<file path="config.mk">
export PLATFORM = sky130hd
export DESIGN_NAME = program_loader
export DESIGN_NICKNAME = d
export VERILOG_FILES = /design/src/rtl/program_loader.sv
export SDC_FILE = /design/constraint.sdc
export NUM_CORES = 1
export LEC_CHECK = 0
export BUFFER_PORTS_ARGS = -buffer_cell sky130_fd_sc_hd__buf_4
export CAP_MARGIN = 20
export CORE_MARGIN = 10
export CORE_UTILIZATION = 50
export DETAILED_ROUTE_END_ITERATION = 12
export HOLD_SLACK_MARGIN = 0.12
export PLACE_DENSITY = 0.72
export SLEW_MARGIN = 30
export SYNTH_ARGS = -nofsm -noshare
export SYNTH_HDL_FRONTEND = slang
export SYNTH_SLANG_ARGS = --single-unit
</file>
<file path="constraint.sdc">
create_clock -name CLK -period 2.2 [get_ports CLK]
set_clock_uncertainty 0.15 [all_clocks]
set_input_delay 0.22 -clock CLK [delete_from_list [all_inputs] [get_ports CLK]]
set_output_delay 0.22 -clock CLK [all_outputs]
set_load 0.02 [all_outputs]
</file>
<file path="src/rtl/program_loader.sv">
// Serial nibble loader: assembles instruction words from a nibble stream
// and writes them into instruction memory while holding the CPU.
module program_loader #(
  parameter int NIBS   = 4,
  parameter int ADDR_W = 4
) (
  input  logic                CLK,
  input  logic                RESET,
  input  logic                Start,
  input  logic [ADDR_W-1:0]   Count,
  input  logic                Abort,
  input  logic [3:0]          NibIn,
  input  logic                NibValid,
  output logic                NibReady,
  output logic                IMemWE,
  output logic [ADDR_W-1:0]   IMemAddr,
  output logic [4*NIBS-1:0]   IMemData,
  output logic                CpuHold,
  output logic                Done
);

  localparam int DW = 4 * NIBS;
  localparam int NW = $clog2(NIBS + 1);
  localparam int WW = ADDR_W + 1;
  localparam logic [NW-1:0] NLAST = NW'(NIBS - 1);
  localparam logic [WW-1:0] FULL = WW'(1) << ADDR_W;

  typedef enum logic [1:0] {
    IDLE,
    COLLECT,
    WRITE,
    DONE
  } state_t;

  state_t            st;
  state_t            nxt;
  logic [ADDR_W-1:0] addr;
  logic [ADDR_W-1:0] cnt_lat;
  logic [NW-1:0]     nib_cnt;
  logic [WW-1:0]     word_cnt;
  logic [DW-1:0]     shreg;
  logic [WW-1:0]     target;
  logic              accept;
  logic              last_nib;
  logic              last_word;

  // A latched Count of zero means a full memory image.
  assign target    = (cnt_lat == '0) ? FULL : {1'b0, cnt_lat};
  assign accept    = (st == COLLECT) && NibValid;
  assign last_nib  = (nib_cnt == NLAST);
  assign last_word = (word_cnt == target);

  always_comb begin
    nxt = st;
    unique case (st)
      IDLE: begin
        if (Start && !Abort) nxt = COLLECT;
      end
      COLLECT: begin
        if (Abort) nxt = IDLE;
        else if (accept && last_nib) nxt = WRITE;
      end
      WRITE: begin
        if (Abort) nxt = IDLE;
        else if (last_word) nxt = DONE;
        else nxt = COLLECT;
      end
      DONE: nxt = IDLE;
      default: nxt = IDLE;
    endcase
  end

  always_ff @(posedge CLK) begin
    if (RESET) begin
      st       <= IDLE;
      addr     <= '0;
      cnt_lat  <= '0;
      nib_cnt  <= '0;
      word_cnt <= '0;
      shreg    <= '0;
    end else begin
      st <= nxt;
      unique case (st)
        IDLE: begin
          if (Start && !Abort) begin
            cnt_lat  <= Count;
            addr     <= '0;
            nib_cnt  <= '0;
            word_cnt <= '0;
            shreg    <= '0;
          end
        end
        COLLECT: begin
          if (accept && !Abort) begin
            shreg   <= (shreg << 4) | DW'(NibIn);
            nib_cnt <= nib_cnt + NW'(1);
            if (last_nib) word_cnt <= word_cnt + WW'(1);
          end
        end
        WRITE: begin
          if (!Abort && !last_word) begin
            addr    <= addr + ADDR_W'(1);
            nib_cnt <= '0;
          end
        end
        default: ;
      endcase
    end
  end

  assign NibReady = (st == COLLECT);
  assign IMemWE   = (st == WRITE);
  assign CpuHold  = (st != IDLE);
  assign Done     = (st == DONE);
  assign IMemAddr = addr;
  assign IMemData = shreg;

endmodule

</file>
# After elaboration in Yosys (flattened, before gate mapping)
# Cells that the tools add are included.
# W data, S select, Z words.
dict set report op_classes {
  n_mul 0
  shift 0
  eq_ne 10
  bitwise 1
  add_sub_neg 3
  div 0
  order_cmp 0
  mux 21
  n_reduce_logical 19
}
# op n
set ops {}
lappend ops {{$mux W16} 2}
lappend ops {{$pmux W16 S2} 1}
lappend ops {{$mux W5} 4}
lappend ops {{$or A16 B4 Y16} 1}
lappend ops {{$mux W2} 5}
lappend ops {{$pmux W5 S2} 1}
lappend ops {{$mux W3} 3}
lappend ops {{$pmux W3 S3} 1}
lappend ops {{$mux W4} 2}
lappend ops {{$pmux W2 S4} 1}
lappend ops {{$pmux W4 S2} 1}
lappend ops {{$reduce_and A4 Y1} 2}
lappend ops {{$ne A2 B1 Y1 const B} 3}
lappend ops {{$reduce_and A3 Y1} 2}
lappend ops {{$reduce_bool A2 Y1} 3}
lappend ops {{$add A5 B1 Y5 const B} 1}
lappend ops {{$eq A5 B5 Y1} 1}
lappend ops {{$logic_and A1 B1 Y1} 5}
lappend ops {{$add A4 B1 Y4 const B} 1}
lappend ops {{$eq A2 B2 Y1 const B} 2}
lappend ops {{$logic_not A4 Y1} 1}
lappend ops {{$reduce_and A2 Y1} 2}
lappend ops {{$add A3 B1 Y3 const B} 1}
lappend ops {{$eq A3 B2 Y1 const B} 1}
lappend ops {{6 further kinds} 7}
dict set report word_totals {
  regBits 34
  input_bits 13
  rom_bits 0
  latch_bits 0
  memories 0
  mem_bits_rw 0
  out_inout_bits 24
  wordCells 60
}

# Logic depth before layout (Yosys ltp)
dict set report depth {
  ltp_word 7
  ltp_mapped 7
  mapped_depth_nobuf 6
}

# Worst setup path before layout
# Ideal clock, no wire load.
dict set report synth_timing {
  path_kind {reg2reg}
  startpoint {register nib_cnt[0]}
  endpoint {register word_cnt[2]}
  t_required_ps 1917
  stages_incl_launch_ff 8
  arrival_ps 1417
  slack_ps 501
  path_buffers 1
  synth_period_minus_slack_ps 1699
  setup_ps 133
  path_cell_list {dfxtp_1 ha_1 ha_1 and3_1 clkbuf_1 o211ai_1 xor2_1 nor3_1}
}
dict set report synth_between {
  elab_chain_len 3
}
# element line_no
set synth_lines {}
lappend synth_lines {{start: declaration} 39} ;# logic [NW-1:0] nib_cnt;
lappend synth_lines {{start signal: assignment} 96} ;# nib_cnt <= nib_cnt + NW'(1);
lappend synth_lines {{$eq A3 B2 Y1} 50} ;# assign last_nib = (nib_cnt == NLAST);
lappend synth_lines {{$ne A2 B1 Y1 (no source line)} -}
lappend synth_lines {{$reduce_and A4 Y1 (no source line)} -}
lappend synth_lines {{end signal: assignment} 97} ;# if (last_nib) word_cnt <= word_cnt + WW'(1);
lappend synth_lines {{end: declaration} 40} ;# logic [WW-1:0] word_cnt;
# No other way between the ends.
# A chain may end at the register's enable or synchronous reset.

# Final worst setup path
dict set report layout_timing {
  startpoint {register st[1]}
  endpoint {output IMemWE}
}
dict set report layout_between {
  elab_chain_len 1
}
# element line_no
set layout_lines {}
lappend layout_lines {{start: declaration} 35} ;# state_t st;
lappend layout_lines {{start signal: assignment} 82} ;# st <= nxt;
lappend layout_lines {{$eq A2 B2 Y1} 112} ;# assign IMemWE = (st == WRITE);
lappend layout_lines {{end: declaration} 15} ;# output logic IMemWE,
# No other way between the ends.

==> results_tabular.tex <==
\begin{tabular}{lr}
\hline
Metric & Value \\
\hline
\multicolumn{2}{l}{\textbf{Outcome}} \\
\quad Status & finished clean \\
\multicolumn{2}{l}{\textbf{Synthesis}} \\
\quad Post-Synthesis Cell Area & about 0.0016 mm² \\
\quad Count of unique library cells instantiated by Yosys & 39 \\
\quad Cell accounting for the most synthesized area & sky130\_fd\_sc\_hd\_\_dfxtp\_1 \\
\quad Count of state elements after synthesis & 34 \\
\quad Share of the yosys chip area belonging to registers & 41.4\% \\
\quad Ranking of synthesized cells by area & sky130\_fd\_sc\_hd\_\_dfxtp\_1, sky130\_fd\_sc\_hd\_\_a21oi\_1, sky130\_fd\_sc\_hd\_\_nand4\_1 \\
\quad Top cell type's share of synthesized area & roughly 41\% \\
\quad Top flip-flop cell by instance count after synthesis & sky130\_fd\_sc\_hd\_\_dfxtp\_1 \\
\quad Number of nets in the synthesized netlist & 202 \\
\quad Post-synth EDFFs & 0 \\
\quad Yosys warnings & 0 \\
\quad Count of mapped cells out of synthesis & 185 \\
\quad Async set-or-reset flop fraction in the synthesized netlist & 0\% \\
\quad Mean area per synthesized cell & roughly 8.9 µm² \\
\multicolumn{2}{l}{\textbf{Place}} \\
\quad Placer Congestion & between 0.8 and 0.9 \\
\quad Detailed placer's ending HPWL & $\sim$2.7 mm \\
\quad \# port buffers & 36 \\
\quad Number of cells in the design after placement & $\sim$250 \\
\multicolumn{2}{l}{\textbf{Setup path}} \\
\quad Maximum single-stage delay on the critical path & 0.61 ns \\
\quad Endpoint required time on the critical path & 1.83 ns \\
\quad Setup CP Type & flop to output pin \\
\quad Kind of start point of the critical path & flop \\
\quad Slowest stage cell, crit path & sky130\_fd\_sc\_hd\_\_dfxtp\_1 \\
\quad Cells traversed along the worst timing path & inv\_2 -> nor2\_1 -> buf\_4 \\
\quad Arrival @ worst endpoint & around 1.6 ns \\
\quad Endpoint type of the worst setup path & output pin \\
\quad Max Fanout on Critical Path & 18 \\
\quad Worst r2r path cells & 4 \\
\multicolumn{2}{l}{\textbf{Die}} \\
\quad Num rows & 20 \\
\quad Height of the chip & 77.3 µm \\
\quad Overall die area & 0.00598 mm² \\
\quad Floorplan Core Area & around 0.0031 mm² \\
\quad Boundary pin count & 37 \\
\quad DIE WIDTH & 77.3 µm \\
\quad Starting Density & 53.0\% \\
\multicolumn{2}{l}{\textbf{Route}} \\
\quad Router iterations before antenna repair & 5 \\
\quad Wire per inst & roughly 14 µm \\
\quad DRT iter0 DRCs & 112 \\
\quad Detail-routed via count per cell & 5.43 \\
\quad Number of remaining DRC errors & 0 \\
\quad Remaining number of nets flagged by the antenna check after routing & 0 \\
\quad Total wire length after detailed routing & roughly 3.9 mm \\
\quad Detailed-route via count & between 1000 and 1500 \\
\multicolumn{2}{l}{\textbf{Clock network}} \\
\quad Worst-path clk slew & 0.10 ns \\
\quad Deepest level of the CTS H-tree & 2 \\
\quad Post-CTS Setup Bufs & 0 \\
\quad Total clock buffers created by CTS & 5 \\
\quad Master cell of the clock root buffer & sky130\_fd\_sc\_hd\_\_clkbuf\_4 \\
\quad Clock Path Buffers & 2 \\
\quad Worst-skew pair later-pin latency & $\sim$0.33 ns \\
\quad TritonCTS clock tree & built \\
\quad Clk sink count & 34 \\
\multicolumn{2}{l}{\textbf{Power and ir drop}} \\
\quad Total Power Consumption & 1.12 mW \\
\quad Leakage & slightly above 0.8 nW \\
\quad VDD IR max & 0.476 mV \\
\quad Pwr Density & 540 mW/mm² \\
\multicolumn{2}{l}{\textbf{STA}} \\
\quad Hold WS & 0.122 ns \\
\quad Max Clk Rate & 518 MHz \\
\quad Count of endpoints failing hold in the final timing report & 0 \\
\quad Worst slew slack as a fraction of its limit & 64.0\% \\
\quad Period minus WS final & 1.93 ns \\
\quad Worst-Margin Slew & about 0.54 ns \\
\quad Total setup violations reported at the end of the flow & 0 \\
\quad Slew Viols, Final & 0 \\
\quad Fin crit share & 87.7\% \\
\quad Setup repair after global routing missed its margin & no \\
\quad Setup TNS & 0 ns \\
\multicolumn{2}{l}{\textbf{Hold path}} \\
\quad Hold crit path type & input pin to flop \\
\quad Worst hold path cell count & 2 \\
\multicolumn{2}{l}{\textbf{Final layout}} \\
\quad End-of-flow core utilization & 66.9\% \\
\quad Inserted Diodes & 0 \\
\quad Final net count & 244 \\
\quad Register area & between 600 and 700 µm² \\
\quad Fraction of final layout cells sized beyond drive strength 1 & 25.0\% \\
\quad Final instance count without filler cells & about 270 \\
\quad Number of fillers in the final layout & 276 \\
\quad P\&R area growth vs syn & 26.2\% \\
\quad Area used by multi-input combinational logic & slightly below 900 µm² \\
\multicolumn{2}{l}{\textbf{GRT}} \\
\quad Grt total ovfl & 0 \\
\quad Aggregate global-route resource usage & 12.9\% \\
\quad Global-route wire length before repair & about 6.5 mm \\
\quad Via count of the first global-routing pass & 1375 \\
\quad Antenna violations before repair & 0 \\
\quad Maximum number of pins on one net before global-route repair & 37 \\
\multicolumn{2}{l}{\textbf{Run}} \\
\quad Reported max-cap violation count & 0 \\
\hline
\end{tabular}
[per-layer routing]
| metal | vias to the layer above | GRT usage (%) | wire (µm) |
|---|---|---|---|
| met5 | - | 0 | 0 |
| met4 | 0 | 5.47 | 51 |
| met3 | 5 | 3.80 | 203 |
| met2 | 40 | 20.7 | 1880 |
| met1 | 688 | 15.8 | 1760 |
| li1 | 744 | - | - |
[cell type report]
class | instances | share of cell area, %
multi-input combinational | 134 | 42.2
clock inverter | 1 | 0.241
tap | 44 | 2.65
clock buffer | 7 | 2.65
sequential | 34 | 32.8
timing repair buffer | 49 | 18.9
inverter | 3 | 0.543
[worst paths after layout]
path	start	end	slack [ns]
hold reg to reg	IMemData[12]$_SDFFE_PP0P_	IMemData[12]$_SDFFE_PP0P_	0.31
setup reg to reg	st[0]$_SDFFE_PP0P_	st[0]$_SDFFE_PP0P_	0.35
setup / recovery	st[1]$_SDFFE_PP0P_	IMemWE	0.27
hold / removal	RESET	cnt_lat[1]$_SDFFE_PP0P_	0.12
[registers in the layout, indices dropped and copies added, names as in the netlist]
name,count
word_cnt,5
IMemData,16
IMemAddr,4
cnt_lat,4
nib_cnt,3
st,2
[cells in the final DEF, fill, tap and decap left out, types with 2 or more instances in the layout]
cell / netlist / final
sky130_fd_sc_hd__nand4_1: 17 / 17
sky130_fd_sc_hd__clkbuf_4: 0 / 5
sky130_fd_sc_hd__nor2_1: 11 / 11
sky130_fd_sc_hd__or3_1: 3 / 3
sky130_fd_sc_hd__nor4_4: 2 / 2
sky130_fd_sc_hd__dfxtp_1: 34 / 34
sky130_fd_sc_hd__ha_1: 4 / 4
sky130_fd_sc_hd__mux2i_1: 8 / 8
sky130_fd_sc_hd__dlygate4sd3_1: 0 / 10
sky130_fd_sc_hd__buf_4: 3 / 39
sky130_fd_sc_hd__xor2_1: 6 / 6
sky130_fd_sc_hd__and3_1: 2 / 2
sky130_fd_sc_hd__nand2_1: 28 / 28
sky130_fd_sc_hd__inv_1: 2 / 2
sky130_fd_sc_hd__nor3_1: 4 / 4
sky130_fd_sc_hd__a21oi_1: 25 / 25
sky130_fd_sc_hd__nor2b_1: 2 / 2
sky130_fd_sc_hd__o211ai_1: 2 / 2
sky130_fd_sc_hd__a311oi_1: 2 / 2
[timing repair]
item / in CTS / in global routing
endpoints found under the hold margin: 10 / 0
gates resized for setup: 0 / 0
endpoints found under the setup margin: 0 / 0
hold buffers: 10 / 0
[logic make-up (layout without fill, tap and decap cells)]
| kind of cell | count (synthesis) | in the layout | synth area share [%] |
|---|---|---|---|
| compound gates | 35 | 35 | 13.2 |
| xor+xnor | 7 | 7 | 3.73 |
| buf+inv | 17 | 60 | 5.40 |
| flops | 34 | 34 | 41.4 |
| mux | 8 | 8 | 4.87 |
| fa+ha+maj | 4 | 4 | 3.04 |
| simple gates | 80 | 80 | 28.4 |
[critical path: cells and delay by family, from the launching register on]
family / cells / cell delay (ns)
DFF: 1 / 0.61
buffers and inverters: 2 / 0.41
and+or+nand+nor: 1 / 0.21
[Yosys cell counts (2+ instances only)]
cell,instances
sky130_fd_sc_hd__nor3_1,4
sky130_fd_sc_hd__dfxtp_1,34
sky130_fd_sc_hd__ha_1,4
sky130_fd_sc_hd__nand4_1,17
sky130_fd_sc_hd__nand2_1,28
sky130_fd_sc_hd__or3_1,3
sky130_fd_sc_hd__a21oi_1,25
sky130_fd_sc_hd__xor2_1,6
sky130_fd_sc_hd__o211ai_1,2
sky130_fd_sc_hd__buf_2,3
sky130_fd_sc_hd__nor4_4,2
sky130_fd_sc_hd__nor2b_1,2
sky130_fd_sc_hd__inv_1,2
sky130_fd_sc_hd__buf_4,3
sky130_fd_sc_hd__and3_1,2
sky130_fd_sc_hd__clkbuf_1,7
sky130_fd_sc_hd__mux2i_1,8
sky130_fd_sc_hd__a311oi_1,2
sky130_fd_sc_hd__nor2_1,11
[through the flow]
step | setup slack, ns | cell area [µm²]
CTS | 0.276 | 2070
detailed placement | 0.464 | 1910
floorplan | 0.501 | 1640
global placement | 0.501 | 1910
finish | 0.271 | 2070
global route | 0.132 | 2070
[power breakdown]
| part | switching, mW | leakage, nW | total (mW) | internal [mW] |
|---|---|---|---|---|
| clock network | 0.213 | 0.0353 | 0.368 | 0.155 |
| logic | 0.0654 | 0.522 | 0.122 | 0.0564 |
| registers | 0.00910 | 0.274 | 0.629 | 0.620 |
Power figures use the tool's default switching activity.
